File: src/rtl/anim_datapath.sv
// anim_datapath -- pixel generator for a falling-sprite animation.
//
// Sweeps the whole 160x120 screen in the background colour, then draws
// a 4x4 sprite at a pseudo-random column and moves it down one row per
// animation frame (erase old position, step, redraw) until the sprite
// reaches the bottom row.
//
// Ports
//   clk       in   single clock, all state on the rising edge
//   reset     in   asynchronous, active-high reset
//   ld_BG     in   held high while the background sweep is wanted
//   ld_coord  in   one-cycle request to latch a new sprite start location
//   ld_plot   in   held high while the animation runs
//   x         out  [7:0] pixel column 0..159 (registered)
//   y         out  [6:0] pixel row 0..119 (registered)
//   colour    out  [2:0] pixel colour (registered)
//   plot      out  pixel write strobe; x/y/colour valid only when high
//   draw      out  one-cycle pulse, background sweep complete
//   cleared   out  one-cycle pulse, erase of previous sprite complete
//   done      out  one-cycle pulse, sprite reached the bottom row
module anim_datapath #(
    parameter int unsigned FRAME_DIV     = 833333,
    parameter logic [2:0]  BG_COLOUR     = 3'b001,
    parameter logic [2:0]  SPRITE_COLOUR = 3'b100,
    parameter logic [7:0]  SEED          = 8'hA5
) (
    input  logic       clk,
    input  logic       reset,
    input  logic       ld_BG,
    input  logic       ld_coord,
    input  logic       ld_plot,
    output logic [7:0] x,
    output logic [6:0] y,
    output logic [2:0] colour,
    output logic       plot,
    output logic       draw,
    output logic       cleared,
    output logic       done
);

    localparam int unsigned CW = (FRAME_DIV > 2) ? $clog2(FRAME_DIV) : 1;
    localparam logic [CW-1:0] FRAME_LAST = CW'(FRAME_DIV - 1);

    localparam logic [7:0] X_LAST   = 8'd159;
    localparam logic [6:0] Y_LAST   = 7'd119;
    localparam logic [6:0] Y_BOTTOM = 7'd116;   // top row of a sprite on the last screen row

    typedef enum logic [2:0] {
        IDLE, BG, BG_END, WAIT, ERASE, MOVE, SPRITE, FIN
    } state_t;

    state_t        state;
    logic [7:0]    spr_x;       // sprite top-left column
    logic [6:0]    spr_y;       // sprite top-left row
    logic [3:0]    off;         // pixel inside the 4x4 block: [1:0] column, [3:2] row
    logic [CW-1:0] frame_cnt;
    logic [7:0]    lfsr;

    // Fibonacci LFSR, taps 8,6,5,4.
    logic       lfsr_fb;
    logic [7:0] start_x;
    logic [3:0] off_inc;
    logic [7:0] blk_x;
    logic [6:0] blk_y;

    always_comb begin
        lfsr_fb = lfsr[7] ^ lfsr[5] ^ lfsr[4] ^ lfsr[3];
        // Keep the 4-wide sprite on screen: columns above 156 fold back by 100.
        start_x = (lfsr <= 8'd156) ? lfsr : lfsr - 8'd100;
        off_inc = off + 4'd1;
        blk_x   = spr_x + {6'd0, off_inc[1:0]};
        blk_y   = spr_y + {5'd0, off_inc[3:2]};
    end

    // NOTE: every register below is updated with <= so all of them see the
    // pre-edge values; mixing in = here would make results order-dependent.
    always_ff @(posedge clk or posedge reset) begin
        if (reset) begin
            state     <= IDLE;
            x         <= '0;
            y         <= '0;
            colour    <= '0;
            plot      <= 1'b0;
            draw      <= 1'b0;
            cleared   <= 1'b0;
            done      <= 1'b0;
            spr_x     <= '0;
            spr_y     <= '0;
            off       <= '0;
            frame_cnt <= '0;
            lfsr      <= SEED;
        end else begin
            lfsr    <= {lfsr[6:0], lfsr_fb};
            // Status strobes are single-cycle unless re-asserted below.
            draw    <= 1'b0;
            cleared <= 1'b0;
            done    <= 1'b0;

            if (ld_BG && state != BG) begin
                // Background request overrides anything else in progress.
                state  <= BG;
                x      <= '0;
                y      <= '0;
                colour <= BG_COLOUR;
                plot   <= 1'b1;
            end else begin
                case (state)
                    IDLE: begin
                        plot <= 1'b0;
                        if (ld_coord) begin
                            spr_x     <= start_x;
                            spr_y     <= '0;
                            frame_cnt <= '0;
                        end else if (ld_plot) begin
                            // Initial draw: no erase of a previous position.
                            state  <= SPRITE;
                            off    <= '0;
                            x      <= spr_x;
                            y      <= spr_y;
                            colour <= SPRITE_COLOUR;
                            plot   <= 1'b1;
                        end
                    end

                    BG: begin
                        if (!ld_BG) begin
                            state <= IDLE;
                            plot  <= 1'b0;
                        end else if (x == X_LAST && y == Y_LAST) begin
                            state <= BG_END;
                            plot  <= 1'b0;
                            draw  <= 1'b1;
                        end else if (x == X_LAST) begin
                            x <= '0;
                            y <= y + 7'd1;
                        end else begin
                            x <= x + 8'd1;
                        end
                    end

                    WAIT: begin
                        if (!ld_plot) begin
                            state <= IDLE;
                        end else if (frame_cnt == FRAME_LAST) begin
                            frame_cnt <= '0;
                            state     <= ERASE;
                            off       <= '0;
                            x         <= spr_x;
                            y         <= spr_y;
                            colour    <= BG_COLOUR;
                            plot      <= 1'b1;
                        end else begin
                            frame_cnt <= frame_cnt + 1'b1;
                        end
                    end

                    ERASE: begin
                        if (!ld_plot) begin
                            state <= IDLE;
                            plot  <= 1'b0;
                        end else if (off == 4'hF) begin
                            state   <= MOVE;
                            plot    <= 1'b0;
                            cleared <= 1'b1;
                        end else begin
                            off <= off_inc;
                            x   <= blk_x;
                            y   <= blk_y;
                        end
                    end

                    MOVE: begin
                        if (!ld_plot) begin
                            state <= IDLE;
                        end else begin
                            spr_y  <= spr_y + 7'd1;
                            state  <= SPRITE;
                            off    <= '0;
                            x      <= spr_x;
                            y      <= spr_y + 7'd1;
                            colour <= SPRITE_COLOUR;
                            plot   <= 1'b1;
                        end
                    end

                    SPRITE: begin
                        if (!ld_plot) begin
                            state <= IDLE;
                            plot  <= 1'b0;
                        end else if (off == 4'hF) begin
                            plot <= 1'b0;
                            if (spr_y == Y_BOTTOM) begin
                                state <= FIN;
                                done  <= 1'b1;
                            end else begin
                                state     <= WAIT;
                                frame_cnt <= '0;
                            end
                        end else begin
                            off <= off_inc;
                            x   <= blk_x;
                            y   <= blk_y;
                        end
                    end

                    // BG_END and FIN: single pulse cycle, then back to IDLE.
                    default: begin
                        state <= IDLE;
                        plot  <= 1'b0;
                    end
                endcase
            end
        end
    end

endmodule

File: config.mk
export PLATFORM = sky130hd
export DESIGN_NAME = anim_datapath
export DESIGN_NICKNAME = d
export VERILOG_FILES = /design/src/rtl/anim_datapath.sv
export SDC_FILE = /design/constraint.sdc
export NUM_CORES = 1
export LEC_CHECK = 0
export CAP_MARGIN = 20
export CELL_PAD_IN_SITES_DETAIL_PLACEMENT = 2
export CELL_PAD_IN_SITES_GLOBAL_PLACEMENT = 2
export CORE_ASPECT_RATIO = 2
export CORE_MARGIN = 2
export CORE_UTILIZATION = 41
export CTS_BUF_LIST = sky130_fd_sc_hd__clkbuf_4 sky130_fd_sc_hd__clkbuf_8
export DETAILED_ROUTE_END_ITERATION = 6
export GPL_TIMING_DRIVEN = 0
export PLACE_DENSITY = 0.95
export RECOVER_POWER = 25
export SETUP_SLACK_MARGIN = 0.2
export SLEW_MARGIN = 20
export SYNTH_ARGS = -nofsm -noshare
export SYNTH_HDL_FRONTEND = slang
export SYNTH_SLANG_ARGS = --single-unit
export TNS_END_PERCENT = 5
File: constraint.sdc
create_clock -name clk -period 7.6 [get_ports clk]
set_input_delay 2.28 -clock clk [delete_from_list [all_inputs] [get_ports clk]]
set_output_delay 2.28 -clock clk [all_outputs]
set_load 0.01 [all_outputs]
**After elaboration in Yosys (flattened, before gate mapping)**

Cells that the tools add are included.

- $add $sub $neg: 8
- Order comparisons: 1
- Eq/ne operators: 36
- Mux-type cells: 84
- Bitwise operators: 4
- Reduce and logical (&&, ||, !) cells: 18

Operators with widths:

| kind | number |
|---|---|
| $mux W20 | 6 |
| $mux W8 | 11 |
| $mux W7 | 12 |
| $pmux W20 S3 | 1 |
| $mux W3 | 18 |
| $pmux W8 S5 | 1 |
| $pmux W7 S5 | 1 |
| $ne A3 B3 Y1 const B | 9 |
| $mux W4 | 6 |
| $mux W1 | 23 |
| $add A20 B1 Y20 const B | 1 |
| $eq A20 B20 Y1 const B | 1 |
| $ne A2 B2 Y1 const B | 9 |
| $pmux W3 S6 | 1 |
| $ne A4 B4 Y1 const B | 4 |
| $pmux W4 S4 | 1 |
| $add A7 B1 Y7 const B | 2 |
| $eq A7 B7 Y1 const B | 2 |
| $pmux W7 S2 | 1 |
| $reduce_and A7 Y1 | 2 |
| $reduce_and A11 Y1 | 1 |
| $eq A3 B3 Y1 const B | 3 |
| $pmux W3 S3 | 1 |
| $add A8 B1 Y8 const B | 1 |
| other kinds (27) | 33 |

- Bits in registers: 72
- Input port bits: 5
- Output and inout port bits: 22

**Depth between registers and ports, before layout**

- Word-level depth: 6
- Depth in mapped cells: 10
- Depth with buffers taken out: 9

**Worst setup path before layout**

OpenSTA, ideal clock, no wires.

- Kind: input-to-reg
- Start point: input port ld_BG
- End point: register spr_y[6]
- Arrival time: 3.624 ns
- Data required time: 7.490 ns
- Slack: 3.866 ns
- Cell stages on the path: 6
- Buffers on the path: 3
- Path through: clkbuf_1 or3_1 buf_2 or2_0 clkbuf_1 o41ai_1

- Cells in the longest elaborated chain, start to end: 3

Ends and longest elaborated chain:

| element | RTL line | RTL |
|---|---|---|
| start: declaration | 29 | `input logic ld_BG,` |
| $logic_and A1 B1 Y1 | 99 | `if (ld_BG && state != BG) begin` |
| $not A1 Y1 (no line) | n/a |  |
| $reduce_and A4 Y1 (no line) | n/a |  |
| end signal: assignment | 176 | `spr_y <= spr_y + 7'd1;` |
| end: declaration | 54 | `logic [6:0] spr_y;` |

No other way between the ends.
A chain may end at the register's enable or synchronous reset.

**Worst setup path in the final report**

- Start point: input port ld_coord
- End point: register frame_cnt[15]

- Cells in the longest elaborated chain, start to end: 2

Ends and longest elaborated chain:

| element | RTL line | RTL |
|---|---|---|
| start: declaration | 30 | `input logic ld_coord,` |
| $ne A2 B2 Y1 (no line) | n/a |  |
| $reduce_and A7 Y1 (no line) | n/a |  |
| end signal: assignment | 153 | `frame_cnt <= frame_cnt + 1'b1;` |
| end: declaration | 56 | `logic [CW-1:0] frame_cnt;` |

No other way between the ends.

==> run metrics <==
status=finished, final reports clean; worst rel slew slack=0.0994; Non-Filler Instances=~730; Compound-Gate Fraction of Synth Area=0.245; drt total wl=between 15000 and 20000 µm; Simple-Gate Fraction of Synth Area=0.214; setup repair bufs after CTS=0; Tmin final=~4.5 ns; leading area contributor after synthesis=dfrtp_1; Cell Area, Placed=0.00511 mm²; Cell Area, Synth=approximately 0.0047 mm²; root buf cell=clkbuf_8; proportion of layout cells with a drive suffix above 1=0.0836; final hold vios=0; CTS tree=done; pin count of the biggest net entering global routing=47; clock tree sinks=slightly above 70; Post-synth EDFFs=0; initial antenna violation count=0; Filler Cell Count=roughly 1200; ant diodes=0; Reg power frac=0.350; endpoint class of the critical path=flip-flop; Adder-Cell Fraction of Synth Area=0.0435; WL per Instance=between 20 and 30 µm; ratio of final minimum period to clock period=0.594; gr ovfl total=0; vias in the first global route=5292; clock slew at reported path FFs=~0.08 ns; IO Count=27; die height=155 µm; fraction of synthesized area in multiplexers=0.0250; Post-Syn Instances=between 500 and 600; setup_tns=0 ns; main combinational cell family by area after synthesis=compound AO/OA/AOI/OAI gates; max cap viols=0; CP startpoint kind=input port; Cell Int Power=around 0.80 mW; Area Growth Syn to Fin=13.4%; Layout Skew=between 0.015 and 0.02 ns; post-layout net count=between 600 and 700; Unique masters post-synth=between 70 and 80; design area=about 0.0053 mm²; # DRC=0; std cell rows=55; XOR/XNOR Fraction of Synth Area=0.0357; clk buf depth=2; unrepaired setup endpoints after global routing=no; die width=79.4 µm; Hold Worst Slack=between 0.3 and 0.4 ns; Worst Path Required=7.82 ns; initial DRC count=about 240; share of the synthesized area in the top cell type=0.360; NetSw=about 0.64 mW; top_reg_cell synth=dfrtp_1; Max FO, Critical Path=10; crit path kind=in -> reg; Port Buffers=24; synthesis warning total=0; Worst-Skew Late Latency=roughly 0.37 ns; leakage=between 2 and 2.5 nW; ranking of synthesized cells by area=dfrtp_1, o21ai_0, nand2_1; first-pass GRT wire length=between 20000 and 30000 µm; Mapped Nets=between 500 and 600; Initial DRT Pass Iterations=5; Hold Crit Class=reg -> reg; DR vias=approximately 4700; Total GRT Usage=0.310; routed vias/inst=about 6.5; sequential cell area fraction in the yosys report=0.382; DP HPWL=~13000 µm; Syn Area/Cell=8.55 µm²; Reg area=~0.0018 mm²; cts hold-fix bufs=0; Core Box Area=between 0.01 and 0.015 mm²; routability cong.=0.883; Net Sw Frac=0.443; Combinational Power Share=0.448; Placed Cells=between 700 and 800; worst IR drop on VDD=0.134 mV; Max H-tree Level=3; Async SR Flop Fraction=1.00; Clk pwr share=0.203; Routed Antenna Nets=0; Num CTS Buffers=9; Starting Density=0.415; Synth Register Bits=between 70 and 80; die area=between 0.01 and 0.015 mm²; area occupied by multi-input gates=between 0.002 and 0.003 mm²; Setup-failing EPs final=0; actual slew at the worst max-slew pin=1.34 ns; Post-CTS Resized=0; fin. max-slew vios=0; fmax=222 MHz; pwr dens=273 mW/mm²; worst path arrival time=approximately 4.7 ns
==> layout by cell type (no fill, tap or decap), drive strengths merged, types with 14 or more instances in the layout <==
cell / count
dfrtp: 67
inv: 17
and3: 14
nor2: 38
a21oi: 26
buf: 18
clkdlybuf4s50: 23
nand2: 46
clkbuf: 35
a31oi: 14
o21ai: 73
nand3: 26
==> power groups by stage <==
stage / Combinational, mW / Sequential (mW) / Clock (mW)
floorplan: 0.382 / 0.499 / 0
global placement: 0.577 / 0.501 / 0
detailed placement: 0.623 / 0.506 / 0
CTS: 0.640 / 0.502 / 0.293
global route: 0.696 / 0.511 / 0.305
finish: 0.645 / 0.504 / 0.292
==> routing by layer <==
metal  GRT usage  vias to the layer above  wire, µm
li1            -                     2070         -
met1       0.309                     2405      6480
met2       0.569                      133      9980
met3      0.0449                       90       488
met4       0.215                        0      1260
met5           0                        -         0
==> synthesized netlist by cell type, types with 3 or more instances <==
cell type	count
o221ai_1	3
and2_1	3
nand2b_1	10
nand4_1	12
o211ai_1	7
buf_2	11
o31ai_1	11
and3_1	14
dfrtp_1	67
a41oi_1	4
nand4b_1	3
mux2i_1	3
o21ai_1	10
mux2_2	5
o22ai_1	3
buf_1	3
nand3_1	26
inv_1	18
a21o_1	5
ha_1	13
a211oi_1	3
dfstp_2	4
nor3_1	11
nor2b_1	7
a31oi_1	13
nor4_1	3
clkbuf_1	23
o31a_1	3
o41ai_1	3
nand2_1	46
xor2_1	11
o21ai_0	62
a21oi_1	26
or3_1	4
a221oi_1	3
xnor2_1	8
nor2_1	38
==> cell families (layout without fill, tap and decap cells) <==
logic type	after synthesis	in the layout
DFF	71	71
buffers and inverters	59	100
AOI/OAI and AO/OA	180	180
xor gates and xnor gates	19	19
other	1	1
muxes	10	10
adders and majority gates	15	15
and+or+nand+nor	190	190
==> through the flow <==
step | util | power, mW | setup slack, ns
after floorplan | - | 0.881 | 3.53
after global placement | 0.453 | 1.08 | 2.24
after detailed placement | 0.455 | 1.13 | 2.89
after CTS | 0.471 | 1.44 | 3.15
after global routing | 0.471 | 1.51 | 3.05
final | 0.471 | 1.44 | 3.09
==> sequential cells by signal (all words and copies together) (netlist names), 2 cells and up <==
name and cells:
y 7, x 8, off 4, spr_y 7, frame_cnt 20, colour 2
spr_x 8, lfsr 8, state 3
==> area by class of cell <==
class	count	share of cell area
buffer	40	0.0339
timing repair buffer	25	0.0507
clock buffer	12	0.0289
multi-input combinational	415	0.497
tap	142	0.0336
inverter	19	0.0137
sequential	71	0.337
clock inverter	4	0.00450
==> worst max-delay path, cell delays in order <==
cell,delay (ns)
clkdlybuf4s50_1,0.60
or3b_1,0.42
a21oi_1,0.16
a31oi_1,0.08
a311o_1,0.40
clkbuf_1,0.26
o21ai_0,0.34
o41ai_1,0.19
==> worst paths after layout <==
path,slack (ns),to,from,depth (start not counted)
worst max register to register,4.84,frame_cnt[15],state[0],6
max in group asynchronous,4.13,lfsr[0],reset,3
worst min register to register,0.39,lfsr[5],lfsr[4],0
worst max-delay path,3.09,frame_cnt[15],ld_coord,8
worst min-delay path,0.39,lfsr[5],lfsr[4],0
min in group asynchronous,2.65,spr_x[7],reset,2
Power figures use the tool's default switching activity.
